$ cat config.mk
export PLATFORM = sky130hd
export DESIGN_NAME = systolic_skew_feeder
export DESIGN_NICKNAME = d
export VERILOG_FILES = /design/src/rtl/systolic_pkg.sv /design/src/rtl/systolic_skew_feeder_skew_lane.sv /design/src/rtl/systolic_skew_feeder.sv
export SDC_FILE = /design/constraint.sdc
export NUM_CORES = 1
export LEC_CHECK = 0
export BUFFER_PORTS_ARGS = -buffer_cell sky130_fd_sc_hd__buf_2
export CAP_MARGIN = 20
export CORE_ASPECT_RATIO = 1.1
export CORE_MARGIN = 3
export CORE_UTILIZATION = 40
export CTS_CLUSTER_DIAMETER = 200
export CTS_CLUSTER_SIZE = 30
export DETAILED_ROUTE_END_ITERATION = 8
export PLACE_DENSITY = 0.71
export SYNTH_ARGS = -nofsm -noshare
export SYNTH_HDL_FRONTEND = slang
export SYNTH_SLANG_ARGS = --single-unit
export TNS_END_PERCENT = 100
$ cat constraint.sdc
create_clock -name clk -period 2.5 [get_ports clk]
set_input_delay 0.25 -clock clk [delete_from_list [all_inputs] [get_ports clk]]
set_output_delay 0.25 -clock clk [all_outputs]
set_load 0.01 [all_outputs]
$ cat src/rtl/systolic_pkg.sv
// Shared definitions for the systolic datapath: default array geometry,
// the feeder FSM state encoding, and tile flattening helpers that give the
// bit offset of a matrix element inside a flat tile vector. The array uses
// the same helpers, so both sides agree on the layout.
package systolic_pkg;

  localparam int SA_N  = 4;  // array dimension
  localparam int SA_DW = 8;  // signed element width
  localparam int SA_K  = 4;  // reduction depth

  typedef enum logic [1:0] {
    ST_IDLE      = 2'd0,
    ST_CLR       = 2'd1,
    ST_STREAM    = 2'd2,
    ST_WAIT_DONE = 2'd3
  } feeder_state_e;

  // A is N x K, row-major: A[i][k] at [(i*K+k)*DW +: DW]
  function automatic int a_off(input int i, input int k, input int kk, input int dw);
    return (i * kk + k) * dw;
  endfunction

  // B is K x N, row-major: B[k][j] at [(k*N+j)*DW +: DW]
  function automatic int b_off(input int k, input int j, input int nn, input int dw);
    return (k * nn + j) * dw;
  endfunction

endpackage

$ cat src/rtl/systolic_skew_feeder_skew_lane.sv
// One edge lane of the skew feeder. Given the beat number that will be on
// the outputs next cycle, the lane's index (its skew) and the K elements it
// streams, it registers the lane valid and the selected element.
//   clk, rst_n : clock, asynchronous active-low reset
//   emit       : next cycle is a streaming beat
//   beat       : beat index t shown next cycle
//   elems      : the lane's K elements, element k at [k*DW +: DW]
//   valid      : registered lane valid (0 <= t-LANE < K)
//   data       : registered element t-LANE, 0 whenever invalid
module skew_lane #(
  parameter int K    = 4,
  parameter int DW   = 8,
  parameter int CW   = 3,
  parameter int LANE = 0
) (
  input  logic          clk,
  input  logic          rst_n,
  input  logic          emit,
  input  logic [CW-1:0] beat,
  input  logic [K*DW-1:0] elems,
  output logic          valid,
  output logic [DW-1:0] data
);

  logic          valid_nxt;
  logic [DW-1:0] data_nxt;

  always_comb begin
    int rel;
    // NOTE: every output of a combinational block gets a default up front so
    // no path leaves it unassigned, which would otherwise infer a latch.
    valid_nxt = 1'b0;
    data_nxt  = '0;
    rel       = int'(beat) - LANE;
    // Explicit compare loop keeps the element select in range even for
    // beats outside the lane's window, where data must stay 0.
    for (int k = 0; k < K; k++) begin
      if (emit && rel == k) begin
        valid_nxt = 1'b1;
        data_nxt  = elems[k*DW +: DW];
      end
    end
  end

  // NOTE: sequential state uses non-blocking assignments so every register
  // samples pre-edge values regardless of process evaluation order.
  always_ff @(posedge clk or negedge rst_n) begin
    if (!rst_n) begin
      valid <= 1'b0;
      data  <= '0;
    end else begin
      valid <= valid_nxt;
      data  <= data_nxt;
    end
  end

endmodule

$ cat src/rtl/systolic_skew_feeder.sv
// Upstream stage of the systolic array. Accepts an A (N x K) / B (K x N)
// tile pair, pulses clr for one cycle, then streams the tiles diagonally
// skewed onto the array's left (rows of A) and top (columns of B) edges,
// and waits for the array's done pulse before accepting the next pair.
//   clk, rst_n     : clock, asynchronous active-low reset
//   in_valid/ready : tile pair handshake (in_ready combinational)
//   a_tile_flat    : A[i][k] at [(i*K+k)*DW +: DW]
//   b_tile_flat    : B[k][j] at [(k*N+j)*DW +: DW]
//   abort          : drop the current tile and return to idle
//   arr_done       : done pulse from the array, honoured only while waiting
//   clr            : one-cycle accumulator clear
//   a_left_flat    : row lanes, lane i at [i*DW +: DW]; a_v_row_flat valids
//   b_top_flat     : column lanes, lane j at [j*DW +: DW]; b_v_col_flat valids
//   busy           : high from accept until return to idle
module systolic_skew_feeder
  import systolic_pkg::*;
#(
  parameter int N  = SA_N,
  parameter int DW = SA_DW,
  parameter int K  = SA_K
) (
  input  logic            clk,
  input  logic            rst_n,
  input  logic            in_valid,
  output logic            in_ready,
  input  logic [N*K*DW-1:0] a_tile_flat,
  input  logic [K*N*DW-1:0] b_tile_flat,
  input  logic            abort,
  input  logic            arr_done,
  output logic            clr,
  output logic [N*DW-1:0] a_left_flat,
  output logic [N-1:0]    a_v_row_flat,
  output logic [N*DW-1:0] b_top_flat,
  output logic [N-1:0]    b_v_col_flat,
  output logic            busy
);

  localparam int CW   = $clog2(K + N);
  localparam int LAST = K + N - 2;  // terminal beat index

  feeder_state_e       state, state_nxt;
  logic [CW-1:0]       t, t_nxt;
  logic [N*K*DW-1:0]   a_reg;
  logic [K*N*DW-1:0]   b_reg;
  logic                accept;
  logic                emit;

  assign in_ready = (state == ST_IDLE) && !abort;
  assign accept   = in_valid && in_ready;

  // t_nxt is the beat shown next cycle; it is 0 outside streaming so the
  // counter restarts cleanly for every tile and never wraps.
  always_comb begin
    state_nxt = state;
    t_nxt     = '0;
    if (abort) begin
      state_nxt = ST_IDLE;
    end else begin
      unique case (state)
        ST_IDLE:      if (in_valid) state_nxt = ST_CLR;
        ST_CLR:       state_nxt = ST_STREAM;
        ST_STREAM: begin
          if (t == CW'(LAST)) state_nxt = ST_WAIT_DONE;
          else                t_nxt     = t + 1'b1;
        end
        ST_WAIT_DONE: if (arr_done) state_nxt = ST_IDLE;
        default:      state_nxt = ST_IDLE;
      endcase
    end
  end

  // Outputs are registered from next-state values so they line up with the
  // state they describe: clr in the CLR cycle, beat t in the STREAM cycle t.
  always_ff @(posedge clk or negedge rst_n) begin
    if (!rst_n) begin
      state <= ST_IDLE;
      t     <= '0;
      clr   <= 1'b0;
      busy  <= 1'b0;
    end else begin
      state <= state_nxt;
      t     <= t_nxt;
      clr   <= (state_nxt == ST_CLR);
      busy  <= (state_nxt != ST_IDLE);
    end
  end

  // NOTE: the tile holding registers are reset too, so a tile that was never
  // loaded reads as zeros rather than X after power-up.
  always_ff @(posedge clk or negedge rst_n) begin
    if (!rst_n) begin
      a_reg <= '0;
      b_reg <= '0;
    end else if (accept) begin
      a_reg <= a_tile_flat;
      b_reg <= b_tile_flat;
    end
  end

  assign emit = (state_nxt == ST_STREAM);

  for (genvar i = 0; i < N; i++) begin : g_row
    skew_lane #(.K(K), .DW(DW), .CW(CW), .LANE(i)) u_lane (
      .clk   (clk),
      .rst_n (rst_n),
      .emit  (emit),
      .beat  (t_nxt),
      .elems (a_reg[a_off(i, 0, K, DW) +: K*DW]),
      .valid (a_v_row_flat[i]),
      .data  (a_left_flat[i*DW +: DW])
    );
  end

  for (genvar j = 0; j < N; j++) begin : g_col
    logic [K*DW-1:0] col_elems;
    // Column j of B is strided in the flat tile; gather it into lane order.
    for (genvar k = 0; k < K; k++) begin : g_gather
      assign col_elems[k*DW +: DW] = b_reg[b_off(k, j, N, DW) +: DW];
    end
    skew_lane #(.K(K), .DW(DW), .CW(CW), .LANE(j)) u_lane (
      .clk   (clk),
      .rst_n (rst_n),
      .emit  (emit),
      .beat  (t_nxt),
      .elems (col_elems),
      .valid (b_v_col_flat[j]),
      .data  (b_top_flat[j*DW +: DW])
    );
  end

endmodule
== Word level (Yosys, flattened, before mapping) ==
Cells that the tools add are included.
Word-level totals
  input bits: 261
  word-level logic and storage cells: 121
  output and inout port bits: 75
  register bits after elaboration: 331
Cells by class
  eq/ne operators: 18
  add/sub/neg operators: 4
  reductions and logical operators: 25
  mux-type cells: 56
Operators with widths (number)
  $mux 8: 32
  $eq 32x3->1 const B: 6
  $logic_not 32->1: 4
  $eq 32x2->1 const B: 3
  $logic_and 1x1->1: 18
  $mux 1: 16
  $eq 3x3->1 const B: 3
  $mux 3: 3
  $mux 2: 4
  $pmux 2 s4: 1
  $sub 3x2->4 const B: 2
  $eq 2x2->1 const B: 3
  $eq 2x1->1 const B: 2
  $sub 3x1->4 const B: 1
  $add 3x1->3 const B: 1
  $eq 3x2->1 const B: 1
  $logic_not 2->1: 1
  $reduce_bool 2->1: 1
  $logic_not 1->1: 1

== Longest topological paths before layout ==
Gate-level depths: netlist of run 1.
  depth after elaboration: 11
  gate-level depth with buffers: 13

== By module ==
Synthesis of run 1 repeated with hierarchy kept, for this count alone.
Second synthesis, totals
  cells, all modules: 993
  area total of the unflattened synthesis: 15464.8 µm²
By module, submodules not included
  systolic_skew_feeder: times used 1, cells an instance 571, seq. area each 6581.3 µm², area an instance 11003.1 µm²
  skew_lane (g_col[3].u_lane ...): times used 2, cells an instance 66, seq. area each 225.2 µm², area an instance 616.8 µm²
  skew_lane (g_col[1].u_lane ...): times used 2, cells an instance 60, seq. area each 225.2 µm², area an instance 594.3 µm²
  skew_lane (g_col[2].u_lane ...): times used 2, cells an instance 46, seq. area each 225.2 µm², area an instance 525.5 µm²
  skew_lane (g_col[0].u_lane ...): times used 2, cells an instance 39, seq. area each 225.2 µm², area an instance 494.2 µm²

== Worst setup path after synthesis of run 1 ==
OpenSTA, ideal clock, no wires.
  path type: reg-to-reg
  start point: reg t[0]
  end point: reg g_col[1].u_lane.data[0]
  required time: 2374 ps
  cell stages (with the launch flop): 13
  path buffers: 6
  arrival: 2623 ps
  path slack: -249 ps
  clock period less this slack: 2749 ps
  cell sequence: dfrtp_1 > buf_2 > buf_2 > buf_2 > a21o_1 > nand2_1 > ha_1 > nand2b_1 > clkbuf_1 > and3_1 > buf_1 > clkbuf_1 > a221o_1
On the way
  longest elaborated chain between the ends: 11
RTL lines
  from (decl): line systolic_skew_feeder.sv:42  | logic [CW-1:0] t, t_nxt;
  from (signal assigned): line systolic_skew_feeder.sv:82  | t <= t_nxt;
  $add 3x1->3 or $eq 3x3->1 (tied branches): line systolic_skew_feeder.sv:64, systolic_skew_feeder.sv:63
  $mux 3: line systolic_skew_feeder.sv:63  | if (t == CW'(LAST)) state_nxt = ST_WAIT_DONE;
  $mux 3: line systolic_skew_feeder.sv:59  | unique case (state)
  $mux 3: line systolic_skew_feeder.sv:56  | if (abort) begin
  $sub 3x1->4: line systolic_skew_feeder_skew_lane.sv:34  | rel = int'(beat) - LANE;
  $logic_not 32->1: line systolic_skew_feeder_skew_lane.sv:38  | if (emit && rel == k) begin
  $logic_and 1x1->1: line systolic_skew_feeder_skew_lane.sv:38
  $mux 8 (3 in a row): line systolic_skew_feeder_skew_lane.sv:38
  $mux 8 *: line systolic_skew_feeder_skew_lane.sv:38
  net g_col[1].u_lane.data_nxt[0]: line systolic_skew_feeder_skew_lane.sv:26  | logic [DW-1:0] data_nxt;
  to (signal assigned): line systolic_skew_feeder_skew_lane.sv:53  | data <= data_nxt;
  to (decl): line systolic_skew_feeder_skew_lane.sv:22  | output logic [DW-1:0] data
Mark *: on every way through the listed nets, which the timed path passes. The rest lies on a longest branch.
A chain may end at the register's enable or synchronous reset.

== Worst setup path in the final report of run 1 ==
  start point: reg t[2]
  end point: reg g_row[2].u_lane.data[2]
On the way
  longest elaborated chain between the ends: 11
RTL lines (line)
  $add 3x1->3 or $eq 3x3->1 (tied branches): systolic_skew_feeder.sv:64, systolic_skew_feeder.sv:63
  $mux 3: systolic_skew_feeder.sv:63
  $mux 3: systolic_skew_feeder.sv:59
  $mux 3: systolic_skew_feeder.sv:56
  $sub 3x2->4: systolic_skew_feeder_skew_lane.sv:34
  $logic_not 32->1: systolic_skew_feeder_skew_lane.sv:38
  $logic_and 1x1->1: systolic_skew_feeder_skew_lane.sv:38
  $mux 8 (3 in a row): systolic_skew_feeder_skew_lane.sv:38
  $mux 8 *: systolic_skew_feeder_skew_lane.sv:38
  net g_row[2].u_lane.data_nxt[2]: systolic_skew_feeder_skew_lane.sv:26
  to (signal assigned): systolic_skew_feeder_skew_lane.sv:53
  to (decl): systolic_skew_feeder_skew_lane.sv:22
Marked as above.

==> results of run 1 <==
[cell type report]
type                    instances  area share
clock buffers                  16      0.0199
inverters                       6     0.00118
well taps                     432      0.0284
flip-flops and latches        331       0.435
clock inverters                 1     0.00158
repair buffers                633       0.250
diodes                          8     0.00105
multi-input cells             510       0.264
[timing repair]
action / in CTS / in global routing
cloned: 0 / 0
hold buffers: 255 / 3
resized for setup: 6 / 1
endpoints found under the hold margin: 297 / 3
pin swaps: 0 / 1
endpoints found under the setup margin: 33 / 20
setup buffers: 0 / 3
[critical path: stages (launching register included)]
cell                       delay (ns)
sky130_fd_sc_hd__dfrtp_2         0.52
sky130_fd_sc_hd__nor2b_1         0.19
sky130_fd_sc_hd__a21o_1          0.18
sky130_fd_sc_hd__nand2_2         0.14
sky130_fd_sc_hd__ha_1            0.28
sky130_fd_sc_hd__buf_4           0.33
sky130_fd_sc_hd__nor2_1          0.11
sky130_fd_sc_hd__nand4b_1        0.11
sky130_fd_sc_hd__buf_4           0.26
sky130_fd_sc_hd__o32ai_1         0.13
[synth_stat cells (6+ instances only)]
library cell / n
sky130_fd_sc_hd__clkbuf_1: 19
sky130_fd_sc_hd__mux2_1: 133
sky130_fd_sc_hd__mux2i_1: 17
sky130_fd_sc_hd__o32ai_1: 6
sky130_fd_sc_hd__mux2_2: 139
sky130_fd_sc_hd__a32oi_1: 32
sky130_fd_sc_hd__a22oi_1: 30
sky130_fd_sc_hd__nor2_1: 38
sky130_fd_sc_hd__o2bb2ai_1: 16
sky130_fd_sc_hd__dfrtp_1: 331
sky130_fd_sc_hd__o32ai_2: 9
sky130_fd_sc_hd__a221o_1: 32
sky130_fd_sc_hd__nand2b_1: 6
sky130_fd_sc_hd__buf_2: 19
sky130_fd_sc_hd__buf_4: 37
[worst max-delay path by stage]
stage,to,depth (start not counted)
6_report,g_row[2].u_lane.data[2],9
5_1_grt,g_row[1].u_lane.data[3],9
4_1_cts,g_col[3].u_lane.data[0],7
3_5_place_dp,g_row[3].u_lane.data[0],8
3_3_place_gp,g_row[3].u_lane.data[3],8
2_1_floorplan,g_col[1].u_lane.data[0],11
[power groups by stage]
stage | combinational (mW) | sequential, mW | clock, mW
2_1_floorplan | 1.18 | 6.77 | 0
3_5_place_dp | 1.79 | 6.94 | 0
5_1_grt | 2.33 | 6.96 | 3.12
4_1_cts | 2.11 | 6.83 | 2.91
3_3_place_gp | 1.72 | 6.89 | 0
6_report | 2.13 | 6.85 | 2.82
[logic make-up (layout without fill, tap and decap cells)]
logic type	Yosys count	count (layout)	synth area share
other	0	8	0
buffers and inverters	84	656	0.0353
DFF	331	331	0.601
AOI/OAI and AO/OA	143	143	0.0945
and+or+nand+nor	74	74	0.0304
adders and majority gates	4	4	0.00363
muxes	289	289	0.235
[metal layers]
metal	GRT usage	vias up
met1	0.255	5143
met3	0.0484	103
met4	0.0876	4
met2	0.372	382
met5	0	-
li1	-	4560
[stage by stage]
stage | instances | worst slack, ns
2_1_floorplan | 925 | 0.0157
3_3_place_gp | 1651 | 0.0231
3_5_place_dp | 1651 | -0.0872
4_1_cts | 1923 | 0.0412
5_1_grt | 1934 | 0.00972
6_report | 1937 | 0.102
==> impl_metrics.tcl, run 1 <==
set metrics [dict create \
    final_hold_viol_count 0 \
    maximum_frequency_from_static_timing_analysis_mhz 417 \
    largest_net_degree_at_the_start_of_global_routing 77 \
    final_design_area_no_fill_um2 19100 \
    slew-limit-headroom 0.506 \
    via_count 10192 \
    clock_tree_from_tritoncts "built" \
    final-setup-viol-count 0 \
    critPathLaunchType "flop" \
    async_reset_ff_frac 1.00 \
    slew_violations 0 \
    synth_ff_type "sky130_fd_sc_hd__dfrtp_1" \
    final_cell_mix "sky130_fd_sc_hd__buf_2 (334), sky130_fd_sc_hd__dfrtp_1 (330), sky130_fd_sc_hd__dlygate4sd3_1 (258)" \
    hold_class "input pin to flop" \
    die_area_um2 36700 \
    synth_largest_area_cell "sky130_fd_sc_hd__dfrtp_1" \
    io_pins 336 \
    hpwlAfterDp_um 25200 \
    drt-pass1-iter-count 5 \
    antenna_left 0 \
    first_iter_violations 547 \
    r2r_start "t[2]" \
    syn_to_final_growth_pct 38.4 \
    cp.required_ns 2.87 \
    ctsLongestPathBuffers 3 \
    dr_wl_met3_um 2590 \
    htree_num_levels 1 \
    n_fill_cell 2650 \
    mostFrequentLayoutCell "sky130_fd_sc_hd__buf_2" \
    min_path_cells 4 \
    root_buffer "sky130_fd_sc_hd__clkbuf_16" \
    globalRouteOverflowTotal 0 \
    post-route-period-util 0.959 \
    drv.max_cap_violation_count 0 \
    ys_ff_latch 331 \
    core_area_um2 33600 \
    rsz0062_at_grt "no" \
    result_of_the_run "finished, final reports clean" \
    grtUsageTotal 0.214 \
    power_frac_comb 0.181 \
    power_density_nw_per_um2 619 \
    post_synth_edffs 0 \
    synth_fp_nets 1190 \
    cp-startpoint "t[2]" \
    clk_transition_reported_paths_ns 0.12 \
    met1_length_um 15600 \
    fraction_of_layout_cells_with_a_size_suffix_above_1 0.373 \
    post_detailed_route_drc_marker_count 0 \
    crit_arrival_ns 2.77 \
    worst_clock_skew_ns 0.0496 \
    rows 70 \
    netlist.area_leader.share 0.601 \
    timing.reg2reg.setup_slack_ns 0.10 \
    tns_ns 0 \
    cts_inserted_buffers 15 \
    clock_sink_count 331 \
    cellLeakagePower_nw 8.65 \
    vias_per_cell 5.26 \
    finalWeightedCongestion 0.837 \
    initial_core_util 0.409 \
    multi_input_gate_area_um2 5020 \
    sequential_cell_area_fraction_in_the_yosys_report 0.601 \
    r2r_end "g_row[2].u_lane.data[2]" \
    final_nets 1762 \
    ys.warnings.count 0 \
    seqPwrFrac 0.581 \
    synthesis.instances 925 \
    routed_wl_um 40100 \
    swShare 0.258 \
    met2_wire_len_um 20300 \
    hold_path_startpoint "arr_done" \
    final.hold.worst_slack_ns 0.0416 \
    crit_type "flop to flop" \
    cellInternalPower_mw 8.75 \
    power.total_mw 11.8 \
    die_h_um 201 \
    placement.io_buffers 335 \
    timing.hold.worst_endpoint "state[0]" \
    syn_area_um2 13800 \
    worst-slew-pin-transition_ns 0.742 \
    top_layer_used "met5" \
    regArea_um2 8280 \
    post_synth_num_cell_types 49 \
    clock_insertion_delay_at_the_later_pin_of_the_skew_report_ns 0.51 \
    placed_area_um2 16000 \
    share_clk_of_total_power 0.239 \
    first_pass_grt_wire_length_um 62700 \
    floorplan.die.width_um 183 \
    yosys-top-cells-area "sky130_fd_sc_hd__dfrtp_1 (60%), sky130_fd_sc_hd__mux2_2 (11%), sky130_fd_sc_hd__mux2_1 (11%)" \
    irDropWorstVdd_uv 420 \
    path_max_fanout 17 \
    synthesized_area_divided_by_synthesized_cell_count_um2 14.9 \
    worst_r2r_path_depth 9 \
    final_util 0.567 \
    p_sw_mw 3.05 \
    critPathCaptureType "flop" \
    first_global_vias 11234 \
    antenna_found_initial 8 \
    fin_crit_ns 2.40 \
    average_wire_per_cell_in_the_routed_design_um 20.7 \
]
(Power assumes the default switching activity.)
==> inputs of run 2 (changes only) <==
--- a/config.mk
+++ b/config.mk
@@ -5,6 +5,7 @@
 export SDC_FILE = /design/constraint.sdc
 export NUM_CORES = 1
 export LEC_CHECK = 0
+export ABC_AREA = 1
 export BUFFER_PORTS_ARGS = -buffer_cell sky130_fd_sc_hd__buf_2
 export CAP_MARGIN = 20
 export CORE_ASPECT_RATIO = 1.1
==> run 2 against run 1 <==
Compared with the run above:
- synthesized area grew 2.2%
- maximum frequency increased by 4.4%
- combinational power is 4% higher
- total power up 1.6%
- sequential power grew 2%
- hold slack improved by 0.25 ns
- critical path type unchanged
==> impl_metrics.tcl, run 2 <==
set metrics [dict create \
    result_of_the_run "finished, final reports clean" \
    htree_num_levels 1 \
    final_design_area_no_fill_um2 19200 \
    root_buffer "sky130_fd_sc_hd__clkbuf_16" \
    post-route-period-util 0.919 \
    netlist.area_leader.share 0.589 \
    yosys.cell_count.top_type "sky130_fd_sc_hd__nand2_1" \
    drt-pass1-iter-count 5 \
    antenna_left 0 \
    worstPathCellList "inv_2, nand2_1, nor2_2, nand3_2, ha_1, nor2_2, inv_1, nor2_4, nand2_1, nand4_1" \
    die_area_um2 37500 \
    n_fill_cell 2867 \
    ys_ff_latch 331 \
    cp.required_ns 2.94 \
    placement.io_buffers 335 \
    first_iter_violations 958 \
    rsz0062_at_grt "no" \
    globalRouteOverflowTotal 0 \
    crit_family "simple AND/OR/NAND/NOR gates" \
    post_detailed_route_drc_marker_count 0 \
    post_synth_edffs 0 \
    rows 71 \
    final_cell_mix "sky130_fd_sc_hd__nand2_1 (921), sky130_fd_sc_hd__buf_2 (334), sky130_fd_sc_hd__dfrtp_1 (331)" \
    first_global_vias 14134 \
    first_pass_grt_wire_length_um 72300 \
    ys.warnings.count 0 \
    syn_area_um2 14100 \
    yosys-top-cells-area "sky130_fd_sc_hd__dfrtp_1 (59%), sky130_fd_sc_hd__nand2_1 (25%), sky130_fd_sc_hd__nand4_1 (6.4%)" \
    drv.max_cap_violation_count 0 \
    slew_violations 0 \
    crit_type "flop to flop" \
    final_cell_count_no_fill 2649 \
    power_density_nw_per_um2 625 \
    synthesis.instances 1671 \
    count_of_buffering_cells_on_the_critical_path_with_inverters_included 2 \
    syn_to_final_growth_pct 36.4 \
    vias_per_cell 5.13 \
    post_synth_num_cell_types 28 \
    final_hold_viol_count 0 \
    hpwlAfterDp_um 26900 \
    critical-path-slowest-cell "sky130_fd_sc_hd__dfrtp_1" \
    via_count 13596 \
    dp.cells 2372 \
    tns_ns 0 \
    initial_core_util 0.408 \
    synth_largest_area_cell "sky130_fd_sc_hd__dfrtp_1" \
    worst-slew-pin-transition_ns 1.22 \
    placed_area_um2 16200 \
    path_max_fanout 16 \
    maximum_frequency_from_static_timing_analysis_mhz 435 \
    final_util 0.557 \
    ctsLongestPathBuffers 3 \
    slew-limit-headroom 0.188 \
    critPathMaxStageDelay_ns 0.48 \
    synth_ff_type "sky130_fd_sc_hd__dfrtp_1" \
    fraction_of_layout_cells_with_a_size_suffix_above_1 0.190 \
    io_pins 336 \
    clock_sink_count 331 \
    cts_inserted_buffers 15 \
    crit_arrival_ns 2.74 \
    synth_fp_nets 1936 \
    async_reset_ff_frac 1.00 \
    synth_common_cells "sky130_fd_sc_hd__nand2_1 (923), sky130_fd_sc_hd__dfrtp_1 (331), sky130_fd_sc_hd__nand4_1 (145), sky130_fd_sc_hd__nand3_1 (91), sky130_fd_sc_hd__buf_2 (59)" \
    fin_crit_ns 2.30 \
    worst_clock_skew_ns 0.0432 \
    critPathLaunchType "flop" \
    clk_transition_reported_paths_ns 0.12 \
    mostFrequentLayoutCell "sky130_fd_sc_hd__nand2_1" \
    clock_tree_from_tritoncts "built" \
    power.total_mw 12.0 \
    finalWeightedCongestion 0.798 \
    critPathCaptureType "flop" \
    routed_wl_um 45400 \
    cts_setup_buffers 0 \
    synthesized_area_divided_by_synthesized_cell_count_um2 8.42 \
    antenna_found_initial 2 \
    cellLeakagePower_nw 10.3 \
    grtUsageTotal 0.238 \
    hold_class "input pin to flop" \
    clock_insertion_delay_at_the_later_pin_of_the_skew_report_ns 0.50 \
    sequential_cell_area_fraction_in_the_yosys_report 0.589 \
    largest_net_degree_at_the_start_of_global_routing 257 \
    final_nets 2474 \
    floorplan.die.width_um 185 \
    core_area_um2 34500 \
    die_h_um 203 \
    average_wire_per_cell_in_the_routed_design_um 17.1 \
    final-setup-viol-count 0 \
    irDropWorstVdd_uv 374 \
]
## run 2: cell count changes after synthesis, sizes merged, moves of 16 or more
cell | previous run | this run
o2bb2ai | 16 | 0
mux2 | 272 | 0
nand4 | 0 | 145
nand3 | 0 | 94
nand2 | 4 | 927
buf | 59 | 75
inv | 6 | 32
clkbuf | 19 | 36
nor2 | 38 | 16
a22oi | 30 | 0
a221o | 32 | 0
mux2i | 17 | 0
a32oi | 32 | 0
## run 2: kinds of logic (layout without fill, tap and decap cells)
kind of cell	count (synthesis)	count (layout)	synth area share
and+or+nand+nor	1187	1187	0.358
DFF	331	331	0.589
buffers and inverters	144	682	0.0477
AOI/OAI and AO/OA	5	5	0.00240
adders and majority gates	4	4	0.00356
other	0	2	0
## run 2: where the power goes
part / internal (mW) / leakage, nW / switching (mW)
Combinational: 0.991 / 5.89 / 1.23
Clock: 1.12 / 0.197 / 1.68
Sequential: 6.38 / 4.22 / 0.584
Total: 8.50 / 10.3 / 3.49
## run 2: routing by layer
metal  wire length [um]  track usage
met1              18400        0.301
met2              22600        0.413
met3               2560       0.0315
met4               1850       0.0949
met5                  0            0
## run 2: timing repair
| item | CTS | global route |
|---|---|---|
| gates resized for setup | 0 | 2 |
| hold buffers | 258 | 0 |
| setup endpoints to repair | 0 | 3 |
| hold endpoints to repair | 335 | 0 |
## run 2: worst reg2reg max path, stage by stage, from the launching register on
cell and delay (ns):
sky130_fd_sc_hd__dfrtp_1 0.48, sky130_fd_sc_hd__inv_2 0.07, sky130_fd_sc_hd__nand2_1 0.05, sky130_fd_sc_hd__nor2_2 0.18, sky130_fd_sc_hd__nand3_2 0.19, sky130_fd_sc_hd__ha_1 0.36, sky130_fd_sc_hd__nor2_2 0.12, sky130_fd_sc_hd__inv_1 0.13
sky130_fd_sc_hd__nor2_4 0.43, sky130_fd_sc_hd__nand2_1 0.11, sky130_fd_sc_hd__nand4_1 0.12
## run 2: metrics by stage
step,hold WS (ns),worst slack [ns]
5_1_grt,0.304,0.000500
3_3_place_gp,0.332,0.271
3_5_place_dp,0.336,0.186
2_1_floorplan,-0.0456,0.121
4_1_cts,0.277,0.145
6_report,0.293,0.203
## run 2: worst paths after layout
check,start,end,slack [ns],cells past startpoint
setup / recovery,state[0],g_row[2].u_lane.data[2],0.20,10
hold / removal,in_valid,b_reg[55],0.29,5
setup reg to reg,state[0],g_row[2].u_lane.data[2],0.20,10
hold reg to reg,b_reg[114],g_col[2].u_lane.data[2],0.46,2
max in group asynchronous,rst_n,b_reg[1],1.27,3
min in group asynchronous,rst_n,a_reg[68],0.35,2
## run 2: area by class of cell
| cell class | count | area (um2) | share of cell area |
|---|---|---|---|
| Clock buffer | 16 | 379 | 0.0198 |
| Timing Repair Buffer | 632 | 4670 | 0.243 |
| Antenna cell | 2 | 5.00 | 0.000261 |
| Multi-Input combinational cell | 1196 | 5150 | 0.268 |
| Inverter | 33 | 131 | 0.00685 |
| Clock inverter | 1 | 30.0 | 0.00156 |
| Sequential cell | 331 | 8280 | 0.432 |
| Tap cell | 438 | 548 | 0.0286 |
==> inputs of run 3 (changes only) <==
--- a/config.mk
+++ b/config.mk
@@ -14,7 +14,6 @@
 export CTS_CLUSTER_DIAMETER = 200
 export CTS_CLUSTER_SIZE = 30
 export DETAILED_ROUTE_END_ITERATION = 8
-export PLACE_DENSITY = 0.71
 export SYNTH_ARGS = -nofsm -noshare
 export SYNTH_HDL_FRONTEND = slang
 export SYNTH_SLANG_ARGS = --single-unit
==> run 3 against run 2 <==
Compared with the run above:
- die area unchanged
- design area about the same
- non-clock buffer count down 5
- sequential share of layout area about the same
- global-route usage down 0.55 points
- first-iteration DRC count down 2.2%
- hold slack worse by 0.27 ns
- clock-buffer cell count unchanged
- critical path depth unchanged
- sequential power about the same
==> impl_metrics.tcl, run 3 (synthesis gave the netlist of run 2 again) <==
set metrics [dict create \
    result_of_the_run "finished, final reports clean" \
    critPathLaunchType "flop" \
    finalWeightedCongestion 0.831 \
    critPathCaptureType "flop" \
    crit_family "simple AND/OR/NAND/NOR gates" \
    cts_inserted_buffers 15 \
    floorplan.die.width_um 185 \
    power_frac_comb 0.184 \
    slew_violations 0 \
    critPathMaxStageDelay_ns 0.47 \
    final-setup-viol-count 0 \
    syn_to_final_growth_pct 36.4 \
    average_wire_per_cell_in_the_routed_design_um 16.7 \
    grtUsageTotal 0.233 \
    worstPathCellList "nor2_4, nand2_2, nor2_4, ha_1, nor2_2, inv_1, nor3_4, buf_4, nand2_1, nand4_1" \
    share_clk_of_total_power 0.235 \
    maximum_frequency_from_static_timing_analysis_mhz 434 \
    power_density_nw_per_um2 623 \
    crit_type "flop to flop" \
    regArea_um2 8280 \
    cp.required_ns 2.90 \
    initial_core_util 0.408 \
    worst-slew-pin-transition_ns 1.23 \
    first_iter_violations 937 \
    die_h_um 203 \
    crit_arrival_ns 2.70 \
    cellInternalPower_mw 8.50 \
    largest_net_degree_at_the_start_of_global_routing 257 \
    first_pass_grt_wire_length_um 70800 \
    core_area_um2 34500 \
    count_of_buffering_cells_on_the_critical_path_with_inverters_included 2 \
    tns_ns 0 \
    routed_wl_um 44100 \
    mostFrequentLayoutCell "sky130_fd_sc_hd__nand2_1" \
    clock_sink_count 331 \
    worst_clock_skew_ns 0.0356 \
    seqPwrFrac 0.582 \
    rsz0062_at_grt "no" \
    drt-pass1-iter-count 5 \
    fraction_of_layout_cells_with_a_size_suffix_above_1 0.189 \
    ctsLongestPathBuffers 3 \
    final_nets 2469 \
    multi_input_gate_area_um2 5150 \
    antenna_left 0 \
    antenna_found_initial 2 \
    hold_class "input pin to flop" \
    die_area_um2 37500 \
    swShare 0.289 \
    via_count 13179 \
    final_cell_mix "sky130_fd_sc_hd__nand2_1 (922), sky130_fd_sc_hd__buf_2 (334), sky130_fd_sc_hd__dfrtp_1 (331)" \
    fin_crit_ns 2.30 \
    slew-limit-headroom 0.179 \
    post-route-period-util 0.922 \
    critical_path.most_common_cell "sky130_fd_sc_hd__nor2_4" \
    clk_transition_reported_paths_ns 0.11 \
    path_max_fanout 16 \
    placement.io_buffers 335 \
    first_global_vias 13806 \
    irDropWorstVdd_uv 382 \
    rows 71 \
    cellLeakagePower_nw 10.3 \
    final_hold_viol_count 0 \
    clock_tree_from_tritoncts "built" \
    vias_per_cell 4.98 \
    globalRouteOverflowTotal 0 \
    io_pins 336 \
    htree_num_levels 1 \
    hpwlAfterDp_um 26900 \
    p_sw_mw 3.45 \
    power.total_mw 11.9 \
    clock_insertion_delay_at_the_later_pin_of_the_skew_report_ns 0.50 \
    drv.max_cap_violation_count 0 \
    critical-path-slowest-cell "sky130_fd_sc_hd__dfrtp_1" \
    post_detailed_route_drc_marker_count 0 \
    root_buffer "sky130_fd_sc_hd__clkbuf_16" \
    n_fill_cell 3067 \
]
==> run 3: changes by cell type in the layout (fill, tap and decap cells not counted), sizes merged <==
cell,before,now
buf,374,372
dlygate4sd3,258,255
==> run 3: worst register-to-register path: cells and delay by family, from the launching register on <==
kind	cells	cell delay, ns
AND/OR/NAND/NOR	7	1.03
flip-flops	1	0.47
adder cells (fa/ha/maj)	1	0.30
buffers and inverters	2	0.39
==> run 3: power groups by stage <==
stage               clock network [mW]  logic, mW  registers [mW]
global route                      3.09       2.51            7.08
global placement                     0       1.84            7.04
CTS                               2.92       2.20            6.95
detailed placement                   0       1.88            7.05
floorplan                            0       1.17            6.91
finish                            2.80       2.19            6.95
==> run 3: area by class of cell <==
type / instances / area share
inverters: 33 / 0.00684
clock inverters: 1 / 0.00156
diodes: 2 / 0.000261
clock buffers: 16 / 0.0198
repair buffers: 627 / 0.243
well taps: 438 / 0.0286
multi-input cells: 1196 / 0.268
flip-flops and latches: 331 / 0.432
==> run 3: layer usage <==
layer  wire, um  global-route usage  up-vias
met2      21800               0.399      417
li1           -                   -     6380
met5          0                   0        -
met1      18700               0.306     6291
met3       2140              0.0292       91
met4       1420              0.0796        0
==> run 3: what timing repair did <==
| item | CTS | global route |
|---|---|---|
| hold buffers | 255 | 0 |
| resized for setup | 0 | 1 |
| endpoints found under the hold margin | 307 | 0 |
| setup buffers | 0 | 1 |
| setup endpoints to repair | 0 | 24 |
==> run 3: through the flow <==
step / util / worst slack (ns) / hold WS, ns / instance area (um2) / instances
after detailed placement: 0.470 / 0.196 / 0.230 / 16200 / 2369
final: 0.557 / 0.195 / 0.0221 / 19200 / 2644
after floorplan: - / 0.121 / -0.0456 / 14100 / 1671
after global placement: 0.470 / 0.291 / 0.227 / 16200 / 2369
after global routing: 0.557 / 0.0123 / 0.0138 / 19200 / 2644
after CTS: 0.556 / 0.140 / 0.00153 / 19200 / 2641
==> run 3: final timing paths <==
| path | depth (start not counted) | start | slack (ns) | endpoint |
|---|---|---|---|---|
| worst min-delay path | 3 | a_tile_flat[33] | 0.02 | a_reg[33] |
| min in group asynchronous | 2 | rst_n | 0.28 | a_reg[94] |
| max in group asynchronous | 3 | rst_n | 1.47 | a_reg[108] |
| worst max-delay path | 10 | state[0] | 0.20 | g_col[2].u_lane.data[6] |
| worst min register to register | 2 | a_reg[63] | 0.49 | a_reg[63] |
| worst max register to register | 10 | state[0] | 0.20 | g_col[2].u_lane.data[6] |
